[config.mk]
export PLATFORM = sky130hd
export DESIGN_NAME = tdc_csrfifo
export DESIGN_NICKNAME = d
export VERILOG_FILES = /design/src/rtl/tdc_csrfifo_pkg.sv /design/src/rtl/tdc_fifo_sync.sv /design/src/rtl/tdc_csrfifo.sv
export SDC_FILE = /design/constraint.sdc
export NUM_CORES = 1
export LEC_CHECK = 0
export CORE_MARGIN = 3
export CORE_UTILIZATION = 45
export DETAILED_ROUTE_END_ITERATION = 10
export GPL_TIMING_DRIVEN = 0
export MAX_ROUTING_LAYER = met4
export PLACE_DENSITY = 0.65
export SLEW_MARGIN = 20
export SYNTH_ARGS = -nofsm -noshare
export SYNTH_HDL_FRONTEND = slang
export SYNTH_SLANG_ARGS = --single-unit
[constraint.sdc]
create_clock -name sys_clk -period 7.31 [get_ports sys_clk]
set_clock_uncertainty 0.15 [all_clocks]
set_input_delay 1.462 -clock sys_clk [delete_from_list [all_inputs] [get_ports sys_clk]]
set_output_delay 1.462 -clock sys_clk [all_outputs]
set_load 0.01 [all_outputs]
[src/rtl/tdc_csrfifo_pkg.sv]
// Shared definitions for the TDC timestamp FIFO CSR block: register map,
// field positions, entry layout and the saturating drop-counter helper.
package tdc_csrfifo_pkg;

  // Register indices (csr_a[2:0])
  localparam logic [2:0] REG_STATUS   = 3'd0;
  localparam logic [2:0] REG_HEAD_TS  = 3'd1;
  localparam logic [2:0] REG_HEAD_POL = 3'd2;
  localparam logic [2:0] REG_CTRL     = 3'd3;
  localparam logic [2:0] REG_THRESH   = 3'd4;
  localparam logic [2:0] REG_DROPS    = 3'd5;

  // STATUS bit positions
  localparam int unsigned STAT_EMPTY   = 0;
  localparam int unsigned STAT_FULL    = 1;
  localparam int unsigned STAT_OVF     = 2;
  localparam int unsigned STAT_LVL_LSB = 8;

  // CTRL bit positions
  localparam int unsigned CTRL_EN     = 0;
  localparam int unsigned CTRL_IRQ_EN = 1;
  localparam int unsigned CTRL_POP    = 2;
  localparam int unsigned CTRL_FLUSH  = 3;

  // Entry: {polarity, timestamp}
  localparam int unsigned TS_W     = 32;
  localparam int unsigned ENTRY_W  = 33;
  localparam int unsigned DROPS_W  = 16;
  localparam int unsigned THRESH_W = 5;

  typedef struct packed {
    logic            pol;
    logic [TS_W-1:0] ts;
  } entry_t;

  // Increment that sticks at all-ones instead of wrapping.
  function automatic logic [DROPS_W-1:0] drops_sat_inc(input logic [DROPS_W-1:0] v);
    logic [DROPS_W-1:0] r;
    r = (v == {DROPS_W{1'b1}}) ? v : (v + {{(DROPS_W-1){1'b0}}, 1'b1});
    return r;
  endfunction

endpackage

[src/rtl/tdc_fifo_sync.sv]
// Synchronous FIFO with distributed-RAM storage, asynchronous read of the
// head entry, and push/pop/flush control. Flush wins over push and pop.
module tdc_fifo_sync #(
  parameter int unsigned width      = 33,
  parameter int unsigned depth_log2 = 4
) (
  input  logic                  clk,
  input  logic                  rst_n,
  input  logic                  push,
  input  logic                  pop,
  input  logic                  flush,
  input  logic [width-1:0]      wdata,
  output logic [width-1:0]      rdata,
  output logic                  full,
  output logic                  empty,
  output logic [depth_log2:0]   level
);

  localparam int unsigned         DEPTH      = 1 << depth_log2;
  localparam logic [depth_log2:0] FULL_LEVEL = {1'b1, {depth_log2{1'b0}}};
  localparam logic [depth_log2:0] LEVEL_ONE  = {{depth_log2{1'b0}}, 1'b1};
  localparam logic [depth_log2-1:0] PTR_ONE  = {{(depth_log2-1){1'b0}}, 1'b1};

  logic [width-1:0]      mem_r [0:DEPTH-1];
  logic [depth_log2-1:0] wr_ptr_r;
  logic [depth_log2-1:0] rd_ptr_r;
  logic [depth_log2:0]   level_r;
  logic                  push_ok_s;
  logic                  pop_ok_s;

  assign full      = (level_r == FULL_LEVEL);
  assign empty     = (level_r == {(depth_log2+1){1'b0}});
  assign level     = level_r;
  assign rdata     = mem_r[rd_ptr_r];
  assign push_ok_s = push & ~full & ~flush;
  assign pop_ok_s  = pop & ~empty & ~flush;

  // Storage write; the array carries no reset so it maps onto LUT RAM.
  always_ff @(posedge clk) begin
    if (push_ok_s) begin
      mem_r[wr_ptr_r] <= wdata;
    end
  end

  // Pointer and occupancy tracking.
  always_ff @(posedge clk or negedge rst_n) begin
    if (!rst_n) begin
      wr_ptr_r <= {depth_log2{1'b0}};
      rd_ptr_r <= {depth_log2{1'b0}};
      level_r  <= {(depth_log2+1){1'b0}};
    end else if (flush) begin
      rd_ptr_r <= wr_ptr_r;
      level_r  <= {(depth_log2+1){1'b0}};
    end else begin
      if (push_ok_s) begin
        wr_ptr_r <= wr_ptr_r + PTR_ONE;
      end
      if (pop_ok_s) begin
        rd_ptr_r <= rd_ptr_r + PTR_ONE;
      end
      case ({push_ok_s, pop_ok_s})
        2'b10:   level_r <= level_r + LEVEL_ONE;
        2'b01:   level_r <= level_r - LEVEL_ONE;
        default: level_r <= level_r;
      endcase
    end
  end

endmodule

[src/rtl/tdc_csrfifo.sv]
// CSR front end for the TDC timestamp FIFO: register decode, enable and
// interrupt control, overflow/drop accounting and a level interrupt.
module tdc_csrfifo
  import tdc_csrfifo_pkg::*;
#(
  parameter logic [3:0]  csr_addr   = 4'h2,
  parameter int unsigned depth_log2 = 4
) (
  input  logic        sys_clk,
  input  logic        sys_rst_n,
  input  logic [13:0] csr_a,
  input  logic        csr_we,
  input  logic [31:0] csr_di,
  output logic [31:0] csr_do,
  input  logic        ts_valid_i,
  input  logic [31:0] ts_i,
  input  logic        ts_pol_i,
  output logic        ts_ready_o,
  output logic        irq
);

  localparam int unsigned LVL_W = depth_log2 + 1;
  localparam int unsigned CMP_W = (LVL_W > THRESH_W) ? LVL_W : THRESH_W;

  logic                sel_s;
  logic                csr_wr_s;
  logic [2:0]          idx_s;
  logic                push_s;
  logic                pop_s;
  logic                flush_s;
  logic                drop_s;
  logic                full_s;
  logic                empty_s;
  logic [LVL_W-1:0]    level_s;
  logic [ENTRY_W-1:0]  head_raw_s;
  logic [ENTRY_W-1:0]  wentry_s;
  entry_t              head_s;
  logic [CMP_W-1:0]    level_ext_s;
  logic [CMP_W-1:0]    thresh_ext_s;
  logic                irq_next_s;
  logic [31:0]         rdata_s;
  logic                unused_s;

  logic                enable_r;
  logic                irq_en_r;
  logic                overflow_r;
  logic [THRESH_W-1:0] thresh_r;
  logic [DROPS_W-1:0]  drops_r;
  logic [31:0]         csr_do_r;
  logic                irq_r;

  assign ts_ready_o = enable_r & ~full_s;
  assign push_s     = ts_valid_i & ts_ready_o;
  assign wentry_s   = {ts_pol_i, ts_i};
  assign head_s     = entry_t'(head_raw_s);
  assign csr_do     = csr_do_r;
  assign irq        = irq_r;
  assign unused_s   = ^{csr_a[9:3], csr_di[31:THRESH_W]};

  // Page select, register index and write-pulse decode.
  always_comb begin
    sel_s    = (csr_a[13:10] == csr_addr);
    idx_s    = csr_a[2:0];
    csr_wr_s = csr_we & sel_s;
    pop_s    = csr_wr_s & (idx_s == REG_CTRL) & csr_di[CTRL_POP];
    flush_s  = csr_wr_s & (idx_s == REG_CTRL) & csr_di[CTRL_FLUSH];
    drop_s   = ts_valid_i & enable_r & full_s;
  end

  tdc_fifo_sync #(
    .width      (ENTRY_W),
    .depth_log2 (depth_log2)
  ) u_fifo (
    .clk   (sys_clk),
    .rst_n (sys_rst_n),
    .push  (push_s),
    .pop   (pop_s),
    .flush (flush_s),
    .wdata (wentry_s),
    .rdata (head_raw_s),
    .full  (full_s),
    .empty (empty_s),
    .level (level_s)
  );

  // Software-writable control fields: enable, irq_en and threshold.
  always_ff @(posedge sys_clk or negedge sys_rst_n) begin
    if (!sys_rst_n) begin
      enable_r <= 1'b0;
      irq_en_r <= 1'b0;
      thresh_r <= {THRESH_W{1'b0}};
    end else begin
      if (csr_wr_s && (idx_s == REG_CTRL)) begin
        enable_r <= csr_di[CTRL_EN];
        irq_en_r <= csr_di[CTRL_IRQ_EN];
      end
      if (csr_wr_s && (idx_s == REG_THRESH)) begin
        thresh_r <= csr_di[THRESH_W-1:0];
      end
    end
  end

  // Sticky overflow flag; a new drop outranks a simultaneous clear.
  always_ff @(posedge sys_clk or negedge sys_rst_n) begin
    if (!sys_rst_n) begin
      overflow_r <= 1'b0;
    end else if (drop_s) begin
      overflow_r <= 1'b1;
    end else if (csr_wr_s && (idx_s == REG_STATUS) && csr_di[STAT_OVF]) begin
      overflow_r <= 1'b0;
    end else begin
      overflow_r <= overflow_r;
    end
  end

  // Saturating drop counter; any write to DROPS clears it.
  always_ff @(posedge sys_clk or negedge sys_rst_n) begin
    if (!sys_rst_n) begin
      drops_r <= {DROPS_W{1'b0}};
    end else if (csr_wr_s && (idx_s == REG_DROPS)) begin
      drops_r <= {DROPS_W{1'b0}};
    end else if (drop_s) begin
      drops_r <= drops_sat_inc(drops_r);
    end else begin
      drops_r <= drops_r;
    end
  end

  // Interrupt condition from current state: overflow or level at/above threshold.
  always_comb begin
    level_ext_s  = CMP_W'(level_s);
    thresh_ext_s = CMP_W'(thresh_r);
    irq_next_s   = irq_en_r &
                   (overflow_r | ((thresh_r != {THRESH_W{1'b0}}) & (level_ext_s >= thresh_ext_s)));
  end

  // Registered interrupt output.
  always_ff @(posedge sys_clk or negedge sys_rst_n) begin
    if (!sys_rst_n) begin
      irq_r <= 1'b0;
    end else begin
      irq_r <= irq_next_s;
    end
  end

  // Read multiplexer; unmapped indices return zero.
  always_comb begin
    rdata_s = 32'd0;
    case (idx_s)
      REG_STATUS: begin
        rdata_s[STAT_EMPTY]              = empty_s;
        rdata_s[STAT_FULL]               = full_s;
        rdata_s[STAT_OVF]                = overflow_r;
        rdata_s[STAT_LVL_LSB +: LVL_W]   = level_s;
      end
      REG_HEAD_TS:  rdata_s = empty_s ? 32'd0 : head_s.ts;
      REG_HEAD_POL: rdata_s[0] = ~empty_s & head_s.pol;
      REG_CTRL: begin
        rdata_s[CTRL_EN]     = enable_r;
        rdata_s[CTRL_IRQ_EN] = irq_en_r;
      end
      REG_THRESH:   rdata_s[THRESH_W-1:0] = thresh_r;
      REG_DROPS:    rdata_s[DROPS_W-1:0]  = drops_r;
      default:      rdata_s = 32'd0;
    endcase
  end

  // Registered read data, zero when the page is not addressed so buses can OR.
  always_ff @(posedge sys_clk or negedge sys_rst_n) begin
    if (!sys_rst_n) begin
      csr_do_r <= 32'd0;
    end else if (sel_s) begin
      csr_do_r <= rdata_s;
    end else begin
      csr_do_r <= 32'd0;
    end
  end

endmodule
==> impl_metrics.env, run 1 <==
export IMPL_synth_top_family_by_area="multiplexers"
export IMPL_hold_start="irq_en_r$_DFFE_PN0N_"
export IMPL_gr_usage_all_layers_pct=21.31
export IMPL_netlist_area_mm2=0.02340
export IMPL_power_uw=7726
export IMPL_regToRegStartpoint="u_fifo.level[2]$_DFFE_PN0P_"
export IMPL_r2r_cells=10
export IMPL_multi_input_area_mm2=0.005544
export IMPL_ctsRootBufferMaster="clkbuf_16"
export IMPL_ys_seq_elements=598
export IMPL_worstSetupPathType="in -> reg"
export IMPL_synth_adder_area_share_pct=0.6951
export IMPL_place_area_mm2=0.02574
export IMPL_synth_area_leaders="edfxtp_1, mux4_2, dfrtp_1, mux2i_1, a221oi_1"
export IMPL_synth_compound_area_share_pct=3.256
export IMPL_min_period_ps=4846
export IMPL_num_rows=82
export IMPL_final_nets=1458
export IMPL_rsz0062_at_grt="no"
export IMPL_synth_edf_count=528
export IMPL_synth_top_flop_cell="edfxtp_1"
export IMPL_cts_inserted_buffers=59
export IMPL_drv_cap=0
export IMPL_async_flop_share_pct=11.71
export IMPL_ir_drop_mv=0.2078
export IMPL_grt_max_degree=41
export IMPL_reg2reg_slack_ps=3480
export IMPL_setup_worst_path_start_class="input port"
export IMPL_yosys_area_top_type="edfxtp_1"
export IMPL_routedWlPerCell_um=26.60
export IMPL_hold_violations=0
export IMPL_fillers=3889
export IMPL_antenna_left=0
export IMPL_overflow=0
export IMPL_cts_hold_buf=0
export IMPL_htreeDepth=2
export IMPL_portBuffers=81
export IMPL_syn_num_nets=1253
export IMPL_design_area_mm2=0.02785
export IMPL_fp_dieH_um=234.0
export IMPL_drive_gt1_share_pct=24.56
export IMPL_die_w_um=234.0
export IMPL_synth_cells=1157
export IMPL_status="finished clean"
export IMPL_hold_path_endpoint="irq$_DFF_PN0_"
export IMPL_routed_via_density=5.863
export IMPL_arrival_ps=5030
export IMPL_whs_path_depth=2
export IMPL_num_vias=12250
export IMPL_coreArea_mm2=0.05079
export IMPL_clock_path_buffers=3
export IMPL_synthSimpleGateAreaFrac_pct=3.358
export IMPL_synth_xor_area_share_pct=0.7111
export IMPL_post_synth_top_count_cell="edfxtp_1"
export IMPL_endpoint_kind="flip-flop"
export IMPL_slew_headroom_pct=32.07
export IMPL_remaining_drc_errors=0
export IMPL_cellLeakagePower_uw=0.009277
export IMPL_dp_hpwl_um=35550
export IMPL_avgSynthCellArea_um2=20.23
export IMPL_post_cts_resized=0
export IMPL_worst_pin_slew_ps=1019
export IMPL_synthMuxAreaShare_pct=15.29
export IMPL_grt_pass1_vias=12370
export IMPL_clkLatencyLatePin_ps=630
export IMPL_finalMaxSlewViolations=0
export IMPL_stdcell_count=2089
export IMPL_routed_wl_um=55570
export IMPL_setup_viol=0
export IMPL_fp_dieArea_mm2=0.05477
export IMPL_rr_endpoint="u_fifo.mem_r[4][22]$_DFFE_PP_"
export IMPL_area_growth_pct=18.99
export IMPL_antenna_found_initial=3
export IMPL_ios=117
export IMPL_synth_common_cells="edfxtp_1, mux4_2, dfrtp_1"
export IMPL_cp_max_fo=10
export IMPL_worstPathRequired_ps=7500
export IMPL_ys_seq_area_share_pct=75.24
export IMPL_path_clk_slew_ps=60
export IMPL_routabilityCongestion=0.8495
export IMPL_yosysWarnings=0
export IMPL_cts_setup_buffers=0
export IMPL_yosys_cell_types_count=56
export IMPL_hp_class="reg -> reg"
export IMPL_tritoncts="yes"
export IMPL_cts_sinks=598
export IMPL_timing_fmax_ghz=0.2063
export IMPL_power_density_mw_per_mm2=277.5
export IMPL_drtIter0Drc=1337
export IMPL_initial_utilization_pct=46.08
export IMPL_seqCellArea_mm2=0.01761
export IMPL_dpl_cell_count=1973
export IMPL_fin_crit_sh_pct=66.29
export IMPL_grt_pass1_wl_um=82270
export IMPL_synth_top_area_share_pct=67.75
export IMPL_firstDrtPassIters=5
==> worst max-delay path by stage <==
stage	from	end	slack, ps	cells past startpoint
6_report	csr_a[2]	u_fifo.mem_r[4][22]$_DFFE_PP_	2460	10
5_1_grt	csr_a[2]	u_fifo.mem_r[5][3]$_DFFE_PP_	2370	9
4_1_cts	csr_a[2]	u_fifo.mem_r[5][3]$_DFFE_PP_	2600	9
3_5_place_dp	csr_a[2]	u_fifo.mem_r[4][22]$_DFFE_PP_	1970	10
3_3_place_gp	csr_a[2]	u_fifo.mem_r[0][17]$_DFFE_PP_	-4230	5
2_1_floorplan	csr_a[1]	u_fifo.mem_r[0][0]$_DFFE_PP_	1090	5
==> through the flow <==
step                hold slack [ps]  utilization [%]  setup WS (ps)  setup TNS [ps]
finish                        422.6            54.83           2464               0
global route                  443.7            54.82           2371               0
CTS                           427.7            54.80           2596               0
detailed placement            390.7            50.68           1975               0
global placement              392.4            49.33          -4233         -836900
floorplan                     345.5                -           1086               0
==> worst max-delay path, stage by stage <==
cell and delay (ps):
clkdlybuf4s50_1 550, and4b_1 250, and3_1 200, clkbuf_1 230, nor3_1 790, nand2_1 360, nor3_2 470, buf_4 310
buf_4 230, buf_6 170
==> flip-flops by register name (all words and copies together), names as in the netlist <==
name / flops
overflow_r: 1
enable_r: 1
csr_do: 32
u_fifo.mem_r: 528
u_fifo.rd_ptr_r: 4
u_fifo.wr_ptr_r: 4
irq_en_r: 1
u_fifo.level: 5
irq: 1
drops_r: 16
thresh_ext_s: 5
==> cells by family after synthesis <==
| logic type | count (synthesis) |
|---|---|
| AOI/OAI and AO/OA | 108 |
| xor gates and xnor gates | 19 |
| adders and majority gates | 13 |
| buffers and inverters | 83 |
| DFF | 598 |
| muxes | 190 |
| and+or+nand+nor | 146 |
==> placed cells by master (no fill, tap or decap), drive strengths merged, types with 5 or more instances in the layout <==
master / instances
clkdlybuf4s50: 80
and2: 12
and3: 17
clkbuf: 114
bufinv: 9
xnor2: 9
o22ai: 9
dfrtp: 70
nor4: 7
buf: 87
mux4: 133
inv: 24
nor2: 35
nor3: 7
mux2: 9
xor2: 10
nand4: 5
mux2i: 48
o21a: 5
nand2: 28
a221oi: 24
nand3: 10
edfxtp: 528
a22oi: 14
a21oi: 19
or3: 7
clkinv: 21
o21ai: 21
ha: 13
==> layer usage <==
layer	global-route usage [%]	part of all wire, %	vias to the layer above
li1	-	-	5175
met1	30.07	43	6437
met2	32.29	47	526
met3	4.045	7.8	110
met4	5.719	2.3	0
met5	-	0	-
==> final cells by class <==
type,count,share of cell area [%]
multi-input combinational,476,19.91
sequential,598,63.23
antenna,4,0.03595
tap,672,3.020
timing repair buffer,144,5.037
buffer,60,0.9436
inverter,23,0.3100
clock inverter,35,1.600
clock buffer,77,5.913
==> report_power, final <==
group	switching, uW	leakage [uW]	internal, uW
clock	1290	0.00102	1910
combinational	392	0.00256	302
sequential	49.2	0.00570	3780
No activity file was read; power rests on OpenSTA's default activity.
==> inputs of run 2 (changes only) <==
--- a/config.mk
+++ b/config.mk
@@ -10,7 +10,7 @@
 export DETAILED_ROUTE_END_ITERATION = 10
 export GPL_TIMING_DRIVEN = 0
 export MAX_ROUTING_LAYER = met4
-export PLACE_DENSITY = 0.65
+export PLACE_DENSITY = 0.67
 export SLEW_MARGIN = 20
 export SYNTH_ARGS = -nofsm -noshare
 export SYNTH_HDL_FRONTEND = slang
==> constraint.sdc (replaced) <==
create_clock -name sys_clk -period 4.2 [get_ports sys_clk]
set_clock_uncertainty 0.15 [all_clocks]
set_input_delay 0.84 -clock sys_clk [delete_from_list [all_inputs] [get_ports sys_clk]]
set_output_delay 0.84 -clock sys_clk [all_outputs]
set_load 0.01 [all_outputs]
==> run 2 against run 1 <==
- final cell count shrank 0.86%
- via count is 1.7% lower
- critical path depth increased by 1
- sequential power up 74%
- global-route usage hardly changed
- register-to-register slack got worse by 3100 ps
- first-iteration DRC count fell by 0.90%
- worst setup slack worse by 2300 ps
- core utilization down 0.17 points
- combinational power increased by 79%
- sequential share of layout area up 0.20 points
- worst hold slack worse by 360 ps
- critical path type unchanged
- largest power group unchanged
==> impl_metrics.env, run 2 (synthesis gave the netlist of run 1 again) <==
export IMPL_status="finished clean"
export IMPL_grt_max_degree=42
export IMPL_setup_slack_ps=142.8
export IMPL_num_vias=12040
export IMPL_pre_cts_slack_ps=-821.3
export IMPL_multi_input_area_mm2=0.005590
export IMPL_rr_endpoint="csr_do[6]$_DFF_PN0_"
export IMPL_antenna_found_initial=2
export IMPL_setup_worst_path_start_class="input port"
export IMPL_slowest_delay_ps=570
export IMPL_setup_viol=0
export IMPL_cp_max_fo=10
export IMPL_coreArea_mm2=0.05079
export IMPL_largest_register_ffs=528
export IMPL_switching_share_pct=22.67
export IMPL_ir_drop_mv=0.3499
export IMPL_cp_common_cell="buf_4"
export IMPL_finalMaxSlewViolations=0
export IMPL_hp_class="in -> async"
export IMPL_htreeDepth=2
export IMPL_routed_via_density=5.813
export IMPL_worst_pin_slew_ps=1051
export IMPL_slew_headroom_pct=29.92
export IMPL_fp_dieH_um=234.0
export IMPL_tritoncts="yes"
export IMPL_dp_hpwl_um=35380
export IMPL_fin_tns_setup_ps=0
export IMPL_fillers=3891
export IMPL_stdcell_count=2071
export IMPL_regToRegStartpoint="u_fifo.rd_ptr_r[1]$_DFFE_PN0P_"
export IMPL_cts_sinks=598
export IMPL_firstDrtPassIters=6
export IMPL_path_clk_slew_ps=60
export IMPL_ios=117
export IMPL_layout_commonest_cell="edfxtp_1"
export IMPL_timing_fmax_ghz=0.2465
export IMPL_worstPathRequired_ps=4380
export IMPL_die_w_um=234.0
export IMPL_r2r_cells=7
export IMPL_drtIter0Drc=1325
export IMPL_initial_utilization_pct=46.08
export IMPL_cellInternalPower_uw=10210
export IMPL_portBuffers=81
export IMPL_cellLeakagePower_uw=0.009150
export IMPL_pwr_share_clk_pct=40.2
export IMPL_endpoint_kind="flip-flop"
export IMPL_rsz0062_at_grt="no"
export IMPL_reg2reg_slack_ps=360
export IMPL_cts_inserted_buffers=59
export IMPL_routedWlPerCell_um=26.78
export IMPL_arrival_ps=4240
export IMPL_power_uw=13200
export IMPL_worstSetupPathType="in -> reg"
export IMPL_comb_power_share_pct=9.4
export IMPL_regMostFlops="u_fifo.mem_r"
export IMPL_hold_violations=0
export IMPL_most_common_layout_cells="edfxtp_1, mux4_2, clkdlybuf4s50_1"
export IMPL_grt_pass1_wl_um=81760
export IMPL_cts_hold_buf=0
export IMPL_drv_cap=0
export IMPL_remaining_drc_errors=0
export IMPL_slowest_stage="clkdlybuf4s50_1"
export IMPL_seqCellArea_mm2=0.01761
export IMPL_routed_wl_um=55470
export IMPL_antenna_left=0
export IMPL_drive_gt1_share_pct=23.12
export IMPL_dpl_cell_count=1959
export IMPL_area_growth_pct=18.62
export IMPL_clock_path_buffers=3
export IMPL_routabilityCongestion=0.8527
export IMPL_num_rows=82
export IMPL_worstPathCellList="clkdlybuf4s50_1, and4b_1, and3_1, clkbuf_1, nor3_2, nand2_1, nor3_4, buf_6, buf_4, buf_4, buf_4"
export IMPL_final_nets=1444
export IMPL_clkLatencyLatePin_ps=630
export IMPL_path_buf_inv=6
export IMPL_power_density_mw_per_mm2=475.7
export IMPL_overflow=0
export IMPL_ctsRootBufferMaster="clkbuf_16"
export IMPL_fin_crit_sh_pct=96.60
export IMPL_grt_pass1_vias=12440
export IMPL_min_period_ps=4057
export IMPL_p_seq_share_pct=50.4
export IMPL_critical_path_top_delay_family="simple AND/OR/NAND/NOR gates"
export IMPL_gr_usage_all_layers_pct=21.30
export IMPL_switchingPower_uw=2994
export IMPL_fp_dieArea_mm2=0.05477
==> run 2: worst register-to-register path: stages (launching register included) <==
cell      delay [ps]
dfrtp_1          350
clkbuf_1         440
buf_1            570
buf_2            420
clkbuf_1         690
mux4_2           420
a221oi_1         530
o21ai_1          130
==> run 2: how the worst max path moves through the flow <==
stage	start	to	slack, ps	cells past startpoint
2_1_floorplan	csr_a[1]	u_fifo.mem_r[6][0]$_DFFE_PP_	-940	7
3_3_place_gp	csr_a[2]	u_fifo.mem_r[6][17]$_DFFE_PP_	-4750	7
3_5_place_dp	csr_a[2]	u_fifo.mem_r[7][17]$_DFFE_PP_	-820	11
4_1_cts	csr_a[2]	u_fifo.mem_r[7][26]$_DFFE_PP_	140	11
5_1_grt	csr_a[2]	u_fifo.mem_r[7][24]$_DFFE_PP_	70	11
6_report	csr_a[2]	u_fifo.mem_r[7][24]$_DFFE_PP_	140	11
==> run 2: power by group through the flow <==
stage	Clock [uW]	Sequential (uW)	Combinational, uW
after global routing	5630	6660	1340
final	5310	6660	1240
after detailed placement	0	6780	1230
after floorplan	0	6750	772
after CTS	5390	6650	1240
after global placement	0	6780	1140
==> run 2: timing repair <==
action,in CTS,in global routing
resized for setup,1,1
buffers inserted,0,0
gates cloned,0,0
endpoints found under the setup margin,7,7
==> run 2: metal layers <==
layer | share of wire, % | track usage [%] | vias up | wire length [um]
met3 | 7.2 | 4.361 | 94 | 4015
met1 | 42 | 29.02 | 6339 | 23370
met5 | 0 | - | - | 0
li1 | - | - | 5144 | -
met2 | 48 | 32.75 | 461 | 26640
met4 | 2.6 | 6.561 | 0 | 1441
==> run 2: metrics by stage <==
step	instance area (um^2)	hold slack [ps]	util (%)
2_1_floorplan	23430	345.5	-
3_3_place_gp	25090	393.0	49.39
3_5_place_dp	25780	387.4	50.76
4_1_cts	27740	64.81	54.63
5_1_grt	27760	100.6	54.66
6_report	27760	57.78	54.66
==> run 2: area by class of cell <==
cell class | instances | share of cell area (%)
Tap cell | 672 | 3.029
Buffer | 60 | 0.9421
Timing Repair Buffer | 130 | 5.075
Clock buffer | 78 | 5.756
Inverter | 23 | 0.3110
Sequential cell | 598 | 63.43
Antenna cell | 2 | 0.01803
Clock inverter | 32 | 1.298
Multi-Input combinational cell | 476 | 20.14
